--- src/rtl/beep_rate_meter.sv ---
// beep_rate_meter: measures the half-period of a toggling beep-rate signal in clk
// cycles and classifies it as one of the four beeper rates, with stability and timeout.
module beep_rate_meter #(
  parameter int unsigned CNT_W     = 27,
  parameter int unsigned HP_SLOWER = 25_000_001,
  parameter int unsigned HP_SLOW   = 16_666_667,
  parameter int unsigned HP_MOD    = 12_500_001,
  parameter int unsigned HP_FAST   = 5_000_001,
  parameter int unsigned TOL       = 250_000,
  parameter int unsigned TIMEOUT   = 100_000_000,
  parameter int unsigned STABLE_N  = 2
) (
  input  logic             clk,
  input  logic             rst_n,
  input  logic             enable,
  input  logic             beep_in,
  output logic [CNT_W-1:0] half_period,
  output logic             meas_stb,
  output logic [2:0]       rate_code,
  output logic             rate_valid,
  output logic             timeout
);

  localparam int unsigned MC_W = $clog2(STABLE_N + 1);
  localparam logic [CNT_W:0]   HP1   = (CNT_W+1)'(HP_SLOWER);
  localparam logic [CNT_W:0]   HP2   = (CNT_W+1)'(HP_SLOW);
  localparam logic [CNT_W:0]   HP3   = (CNT_W+1)'(HP_MOD);
  localparam logic [CNT_W:0]   HP4   = (CNT_W+1)'(HP_FAST);
  localparam logic [CNT_W:0]   TOL_W = (CNT_W+1)'(TOL);
  localparam logic [CNT_W-1:0] TO_W  = CNT_W'(TIMEOUT);
  localparam logic [MC_W-1:0]  SN_W  = MC_W'(STABLE_N);

  typedef enum logic [1:0] {IDLE, ARM, MEAS} state_t;

  state_t           state;
  logic [1:0]       sync;
  logic             prev;
  logic             edge_q;
  logic [CNT_W-1:0] counter;
  logic [CNT_W-1:0] cnt_inc;
  logic [MC_W-1:0]  match_cnt;
  logic [MC_W-1:0]  mc_next;
  logic [2:0]       prev_cls;
  logic [2:0]       cls;
  logic             same_cls;
  logic             hit;

  function automatic logic [CNT_W:0] absdiff(input logic [CNT_W-1:0] a,
                                             input logic [CNT_W:0]   b);
    logic [CNT_W:0] ax;
    ax = {1'b0, a};
    return (ax >= b) ? (ax - b) : (b - ax);
  endfunction

  // Synchronizer and edge detector run regardless of enable so that re-enabling
  // never sees a stale level difference as an edge.
  always_ff @(posedge clk or negedge rst_n) begin
    if (!rst_n) begin
      sync   <= '0;
      prev   <= 1'b0;
      edge_q <= 1'b0;
    end else begin
      sync   <= {sync[0], beep_in};
      prev   <= sync[1];
      edge_q <= sync[1] ^ prev;
    end
  end

  always_comb begin
    cls = 3'd0;
    if      (absdiff(counter, HP1) <= TOL_W) cls = 3'd1;
    else if (absdiff(counter, HP2) <= TOL_W) cls = 3'd2;
    else if (absdiff(counter, HP3) <= TOL_W) cls = 3'd3;
    else if (absdiff(counter, HP4) <= TOL_W) cls = 3'd4;
  end

  always_comb begin
    cnt_inc  = (&counter) ? counter : counter + CNT_W'(1);
    same_cls = (cls != 3'd0) && (cls == prev_cls);
    mc_next  = '0;
    if (same_cls)
      mc_next = (match_cnt >= SN_W) ? match_cnt : match_cnt + MC_W'(1);
    else if (cls != 3'd0)
      mc_next = MC_W'(1);
    hit = (cls != 3'd0) && (mc_next == SN_W);
  end

  always_ff @(posedge clk or negedge rst_n) begin
    if (!rst_n) begin
      state       <= IDLE;
      counter     <= '0;
      half_period <= '0;
      meas_stb    <= 1'b0;
      rate_code   <= 3'd0;
      rate_valid  <= 1'b0;
      timeout     <= 1'b0;
      match_cnt   <= '0;
      prev_cls    <= 3'd0;
    end else begin
      meas_stb <= 1'b0;
      if (!enable) begin
        state       <= IDLE;
        counter     <= '0;
        half_period <= '0;
        rate_code   <= 3'd0;
        rate_valid  <= 1'b0;
        timeout     <= 1'b0;
        match_cnt   <= '0;
        prev_cls    <= 3'd0;
      end else begin
        case (state)
          IDLE: begin
            state   <= ARM;
            counter <= '0;
          end
          ARM: begin
            if (edge_q) begin
              counter <= CNT_W'(1);
              timeout <= 1'b0;
              state   <= MEAS;
            end else begin
              counter <= cnt_inc;
              if (counter == TO_W) begin
                timeout    <= 1'b1;
                rate_code  <= 3'd0;
                rate_valid <= 1'b0;
                match_cnt  <= '0;
                prev_cls   <= 3'd0;
              end
            end
          end
          MEAS: begin
            // An edge coinciding with the timeout count is a normal measurement.
            if (edge_q) begin
              half_period <= counter;
              counter     <= CNT_W'(1);
              meas_stb    <= 1'b1;
              timeout     <= 1'b0;
              prev_cls    <= cls;
              match_cnt   <= mc_next;
              if (hit) begin
                rate_code  <= cls;
                rate_valid <= 1'b1;
              end else if (!same_cls) begin
                rate_code  <= 3'd0;
                rate_valid <= 1'b0;
              end
            end else if (counter == TO_W) begin
              timeout    <= 1'b1;
              rate_code  <= 3'd0;
              rate_valid <= 1'b0;
              match_cnt  <= '0;
              prev_cls   <= 3'd0;
              counter    <= cnt_inc;
              state      <= ARM;
            end else begin
              counter <= cnt_inc;
            end
          end
          default: state <= IDLE;
        endcase
      end
    end
  end

endmodule

--- config.mk ---
export PLATFORM = sky130hd
export DESIGN_NAME = beep_rate_meter
export DESIGN_NICKNAME = d
export VERILOG_FILES = /design/src/rtl/beep_rate_meter.sv
export SDC_FILE = /design/constraint.sdc
export NUM_CORES = 1
export LEC_CHECK = 0
export BUFFER_PORTS_ARGS = -buffer_cell sky130_fd_sc_hd__buf_4
export CORE_MARGIN = 2
export CORE_UTILIZATION = 30
export DETAILED_ROUTE_END_ITERATION = 10
export HOLD_SLACK_MARGIN = 0.02
export PLACE_DENSITY = 0.48
export SYNTH_ARGS = -nofsm -noshare
export SYNTH_HDL_FRONTEND = slang
export SYNTH_SLANG_ARGS = --single-unit
--- constraint.sdc ---
create_clock -name clk -period 6.28 [get_ports clk]
set_clock_uncertainty 0.15 [all_clocks]
set_input_delay 0.314 -clock clk [delete_from_list [all_inputs] [get_ports clk]]
set_output_delay 0.314 -clock clk [all_outputs]
set_load 0.02 [all_outputs]
* After elaboration in Yosys (flattened, before gate mapping)
Index checks and enable logic that the tools add are counted.
** Storage, ports and cells
- Bits of input ports :: 4
- Register bits :: 71
- Word-level logic and storage cells :: 115
** Operators by class
- Eq/ne operators :: 17
- Multiplexer cells :: 54
- Reduce and logical (&&, ||, !) cells :: 12
- Order comparisons :: 9
- Bitwise logic cells :: 1
- Add/sub/neg operators :: 10
** Operators by type and width (count)
- 2-to-1 mux 27 bit :: 6
- <= comparator 28 x 18 -> 1 bit (second input constant) :: 4
- 2-to-1 mux 28 bit :: 4
- subtractor 24 x 27 -> 28 bit (first input constant) :: 2
- subtractor 27 x 24 -> 28 bit (second input constant) :: 2
- >= comparator 27 x 24 -> 1 bit (second input constant) :: 2
- case mux 27 bit (2 select lines) :: 1
- 2-to-1 mux 3 bit :: 14
- subtractor 23 x 27 -> 28 bit (first input constant) :: 1
- subtractor 25 x 27 -> 28 bit (first input constant) :: 1
- subtractor 27 x 23 -> 28 bit (second input constant) :: 1
- subtractor 27 x 25 -> 28 bit (second input constant) :: 1
- adder 27 x 1 -> 27 bit (second input constant) :: 1
- == test 27 bit (second input constant) :: 1
- >= comparator 27 x 23 -> 1 bit (second input constant) :: 1
- >= comparator 27 x 25 -> 1 bit (second input constant) :: 1
- AND reduction 27 bit :: 1
- 2-to-1 mux 2 bit :: 10
- 2-to-1 mux 1 bit :: 14
- inequality test 3 bit (second input constant) :: 4
- case mux 3 bit (2 select lines) :: 2
- AND reduction 2 bit :: 4
- inequality test 3 x 1 -> 1 bit (second input constant) :: 2
- case mux 2 bit (3 select lines) :: 1
- 18 further kinds :: 22

* Logic depth before layout (Yosys ltp)
- Depth in word-level cells :: 16
- Gate-level depth with buffers :: 18

* Least setup slack after synthesis
No wires, ideal clock.
- Path type :: register to register
- Start :: register counter[2]
- End :: register rate_code[2]
- Clock period less this slack :: 4.413 ns
- Setup slack :: 1.867 ns
- Setup time :: 0.122 ns
- Cell stages (with the launch flop) :: 18
- Path buffers :: 3
- Arrival time :: 4.142 ns
- Cell sequence :: dfrtp_1 -> clkbuf_1 -> inv_1 -> ha_1 -> a211oi_1 -> o211ai_4 -> a31o_1 -> buf_6 -> nor2_2 -> buf_4 -> o22ai_2 -> xnor2_1 -> nor4_1 -> or4b_1 -> o21ai_4 -> mux2i_1 -> nor3b_1 -> a32o_1
** Between the ends
- Word-level cells in the longest chain between the ends :: 16
** Ends and longest elaborated chain
- start, declared :: RTL line 39 : logic [CNT_W-1:0] counter;
- start signal, assigned :: RTL line 122 : counter <= cnt_inc;
- start signal, assigned :: RTL line 154 : counter <= cnt_inc;
- start signal, assigned :: RTL line 157 : counter <= cnt_inc;
- subtractor 23 x 27 -> 28 bit, or another cell as far along :: RTL line 52 : return (ax >= b) ? (ax - b) : (b - ax);
- 2-to-1 mux 28 bit :: RTL line 52
- <= comparator 28 x 18 -> 1 bit :: RTL line 74 : else if (absdiff(counter, HP4) <= TOL_W) cls = 3'd4;
- 2-to-1 mux 3 bit :: RTL line 74
- 2-to-1 mux 3 bit :: RTL line 73 : else if (absdiff(counter, HP3) <= TOL_W) cls = 3'd3;
- 2-to-1 mux 3 bit :: RTL line 72 : else if (absdiff(counter, HP2) <= TOL_W) cls = 3'd2;
- 2-to-1 mux 3 bit :: RTL line 71 : if (absdiff(counter, HP1) <= TOL_W) cls = 3'd1;
- nonzero test 3 bit or == test 3 bit (tied branches) :: RTL line 79, 83, 85
- 2-to-1 mux 1 bit or logical AND 1 bit (tied branches) :: RTL line 83, 79
- 2-to-1 mux 2 bit :: RTL line 81 : if (same_cls)
- == test 2 bit :: RTL line 85 : hit = (cls != 3'd0) && (mc_next == SN_W);
- logical AND 1 bit :: RTL line 85
- 2-to-1 mux 3 bit :: RTL line 141 : if (hit) begin
- 2-to-1 mux 3 bit :: RTL line 134 : if (edge_q) begin
- case mux 3 bit (2 select lines) :: RTL line 111 : case (state)
- 2-to-1 mux 3 bit :: RTL line 101 : if (!enable) begin
- end signal, assigned :: RTL line 142 : rate_code <= cls;
- end, declared :: RTL line 19 : output logic [2:0] rate_code,
Several ways; a longest one is shown, not always the timed one. The select of a mux whose other input is x is not followed.
A chain may end at the register's enable or synchronous reset.

* Worst setup path after layout
Same ends and word-level chain as after synthesis.

==> run metrics <==
router iterations before antenna repair 5; DIE AREA 30,000 sq um; Finished Core Util 34.2%; mux cell area share after synthesis 1.53%; met3 wire length 3040 microns; GPL Wtd Cong 0.925; Final period util 86.1%; FF-to-FF End rate_code[2]; syn_nets 1,201; Syn Area/Cell 7.30 sq um; flops & latches, synth 71; CP startpoint kind flop; # resized after CTS 0; P per Cell Area 139 nW/um^2; sequential area share after synthesis 20.7%; hold_sp sync[0]; Routed Antenna Nets 0; number of enable flip-flop cells after synthesis 0; most frequent cell after synthesis nand2_1; pre-CTS WS 970 ps; via count 9,448; Hold Path Sink sync[1]; hold path depth 0; Synth Warn # 0; TritonCTS clock tree yes; top-area cell type share of the netlist area 20.7%; WL per Instance 21.9 microns; post-DR vias/cell 6.11; Req. time, crit path 6360 ps; cells on worst reg2reg path 14; starting density of the core 30.7%; Layout Nets 1,188; Max Slew Vio Count 0; synth cell count leaders nand2_1 (150), nor2_1 (84), a21oi_1 (79); routed wl met2 14,900 microns; IO Pins 37; Overflow after GRT 0; Num CTS Buffers 9; WL final 33,900 microns; xor-xnor portion of the synthesized cell area 6.52%; R2R Path Start counter[2]; WL met1 15,100 microns; combinational family with the most area after synthesis compound AO/OA/AOI/OAI gates; DR iter-0 viols 1,147; Die Height 173 microns; status completed; top_reg_cell synth dfrtp_1; HP Class reg2reg; Pleak 3.55 nW; setup TNS 0 ps; All-Layer GR Usage 22.1%; Synth-to-Final Area Change 11.5%; Synth cell types 111; Worst Tran Pin Value 976 ps; Residual DRC 0; root buffer cell clkbuf_16; area of the multi-input gates 6230 sq um; antenna cells 0; Horiz. Die Dim 173 microns; number of H-tree levels 3; initial antenna violation count 0; Final setup viols 0; clock period minus final worst setup slack 5410 ps; Fmax 185 MHz; simple logic cell fraction of the synthesized area 29.3%; top post-synthesis cells by area dfrtp_1 (21%), nand2_1 (6.6%), xnor2_1 (5.3%); MaxCap Viol Count 0; Worst-Skew Late Latency 340 ps; post-synthesis cell area 8590 sq um; max layer used met4; DP Wirelength 25,000 microns; kind of critical path reg2reg; share of cells above drive strength 1 12.7%; Filler cells 3,005; num rows 61; Worst Slack Setup Final 871 ps; Slew Limit Headroom 35.0%; clk sinks 71; first-pass GRT wire length 53,100 microns; crit path max fanout 11; FF+latch area 1780 sq um; reg2reg setup slack 870 ps; area leader, netlist dfrtp_1; VDD IR max 0.000170 V; Post-Synth Adder-Cell Area 2.91%; deepest clock path buffer count 2; Clock transition at path regs 60 ps; pin count of the biggest net entering global routing 72; RSZ-0062 raised after global routing no; vias in the first global route 8,959; post-synthesis cell count 1,177; CP endpoint kind flop; Async SR Flop Fraction 100%; worst endpoint data arrival time 5490 ps; Buffers on Ports 36; final hold vios 0; compound-cell area share of the yosys netlist 32.2%; core area 28,000 sq um
stage by stage:
stage / power [mW] / area (sq um) / cells / hold slack, ps
after global routing: 1.39 / 9580 / 1547 / 242
after global placement: 0.723 / 9200 / 1529 / 183
after floorplan: 0.641 / 8590 / 1177 / -132
after CTS: 1.34 / 9580 / 1547 / 224
final: 1.33 / 9580 / 1547 / 217
after detailed placement: 0.720 / 9200 / 1529 / 211
routing by layer:
metal	vias up	track usage (%)
li1	4347	-
met5	-	0
met2	489	33.9
met1	4556	31.1
met4	0	7.63
met3	56	3.99
worst max-delay path by stage:
stage                from           end  cells after the start
2_1_floorplan  counter[2]  rate_code[2]                     17
3_3_place_gp   counter[2]  rate_code[2]                     14
3_5_place_dp   counter[2]  rate_code[2]                     14
4_1_cts        counter[2]  rate_code[2]                     14
5_1_grt        counter[2]  rate_code[2]                     15
6_report       counter[2]  rate_code[2]                     14
sequential cells by signal, summed over array words and instances, names as in the netlist:
| register | count |
|---|---|
| timeout | 1 |
| rate_code | 3 |
| meas_stb | 1 |
| state | 2 |
| counter | 27 |
| half_period | 27 |
| rate_valid | 1 |
| prev_cls | 3 |
| sync | 2 |
| prev | 1 |
| match_cnt | 2 |
| edge_q | 1 |
area by class of cell:
cell class	count	share of cell area [%]
inverter	33	1.29
clock buffer	10	2.50
multi-input combinational	969	65.1
tap	378	4.94
clock inverter	6	1.20
timing repair buffer	80	6.45
sequential	71	18.6
where the power goes:
| part | switching (mW) | total, mW | internal (mW) | leakage, nW |
|---|---|---|---|---|
| combinational | 0.166 | 0.234 | 0.0678 | 2.40 |
| clock | 0.214 | 0.615 | 0.401 | 0.169 |
| sequential | 0.0145 | 0.480 | 0.466 | 0.981 |
| total | 0.394 | 1.33 | 0.935 | 3.55 |
worst max-delay path, stage by stage (launching register included):
cell	delay (ps)
dfrtp_1	570
inv_1	240
ha_1	310
a211oi_1	730
o211ai_4	190
a31o_1	410
nor2_2	500
mux2i_1	310
xnor2_1	200
a2111oi_2	70
nor3_1	560
o21ai_4	180
mux2i_1	410
nor3b_1	160
a32o_1	290
repair_timing:
item / in CTS / in global routing
setup buffers: 0 / 0
hold endpoints to repair: 11 / 0
hold buffers: 2 / 0
cell usage in the layout, fill, tap and decap left out, drive strengths merged, types with 14 or more instances in the layout:
cell type and n:
nand4 30, buf 78, nand3 40, o211ai 20, o22ai 17, or3 15, xnor2 52, o21ai 84
a211oi 19, nor3 37, inv 28, nand2 150, nor2 86, a21boi 30, a21oi 82, a31oi 19
nand2b 14, dfrtp 71, nor4 17, ha 20
cells by family (layout without fill, tap and decap cells):
| kind of cell | count (synthesis) | after routing |
|---|---|---|
| AOI/OAI and AO/OA | 391 | 391 |
| xor gates and xnor gates | 64 | 64 |
| adders and majority gates | 20 | 20 |
| buffers and inverters | 137 | 129 |
| DFF | 71 | 71 |
| muxes | 13 | 13 |
| and+or+nand+nor | 481 | 481 |
No activity file was read; power rests on OpenSTA's default activity.
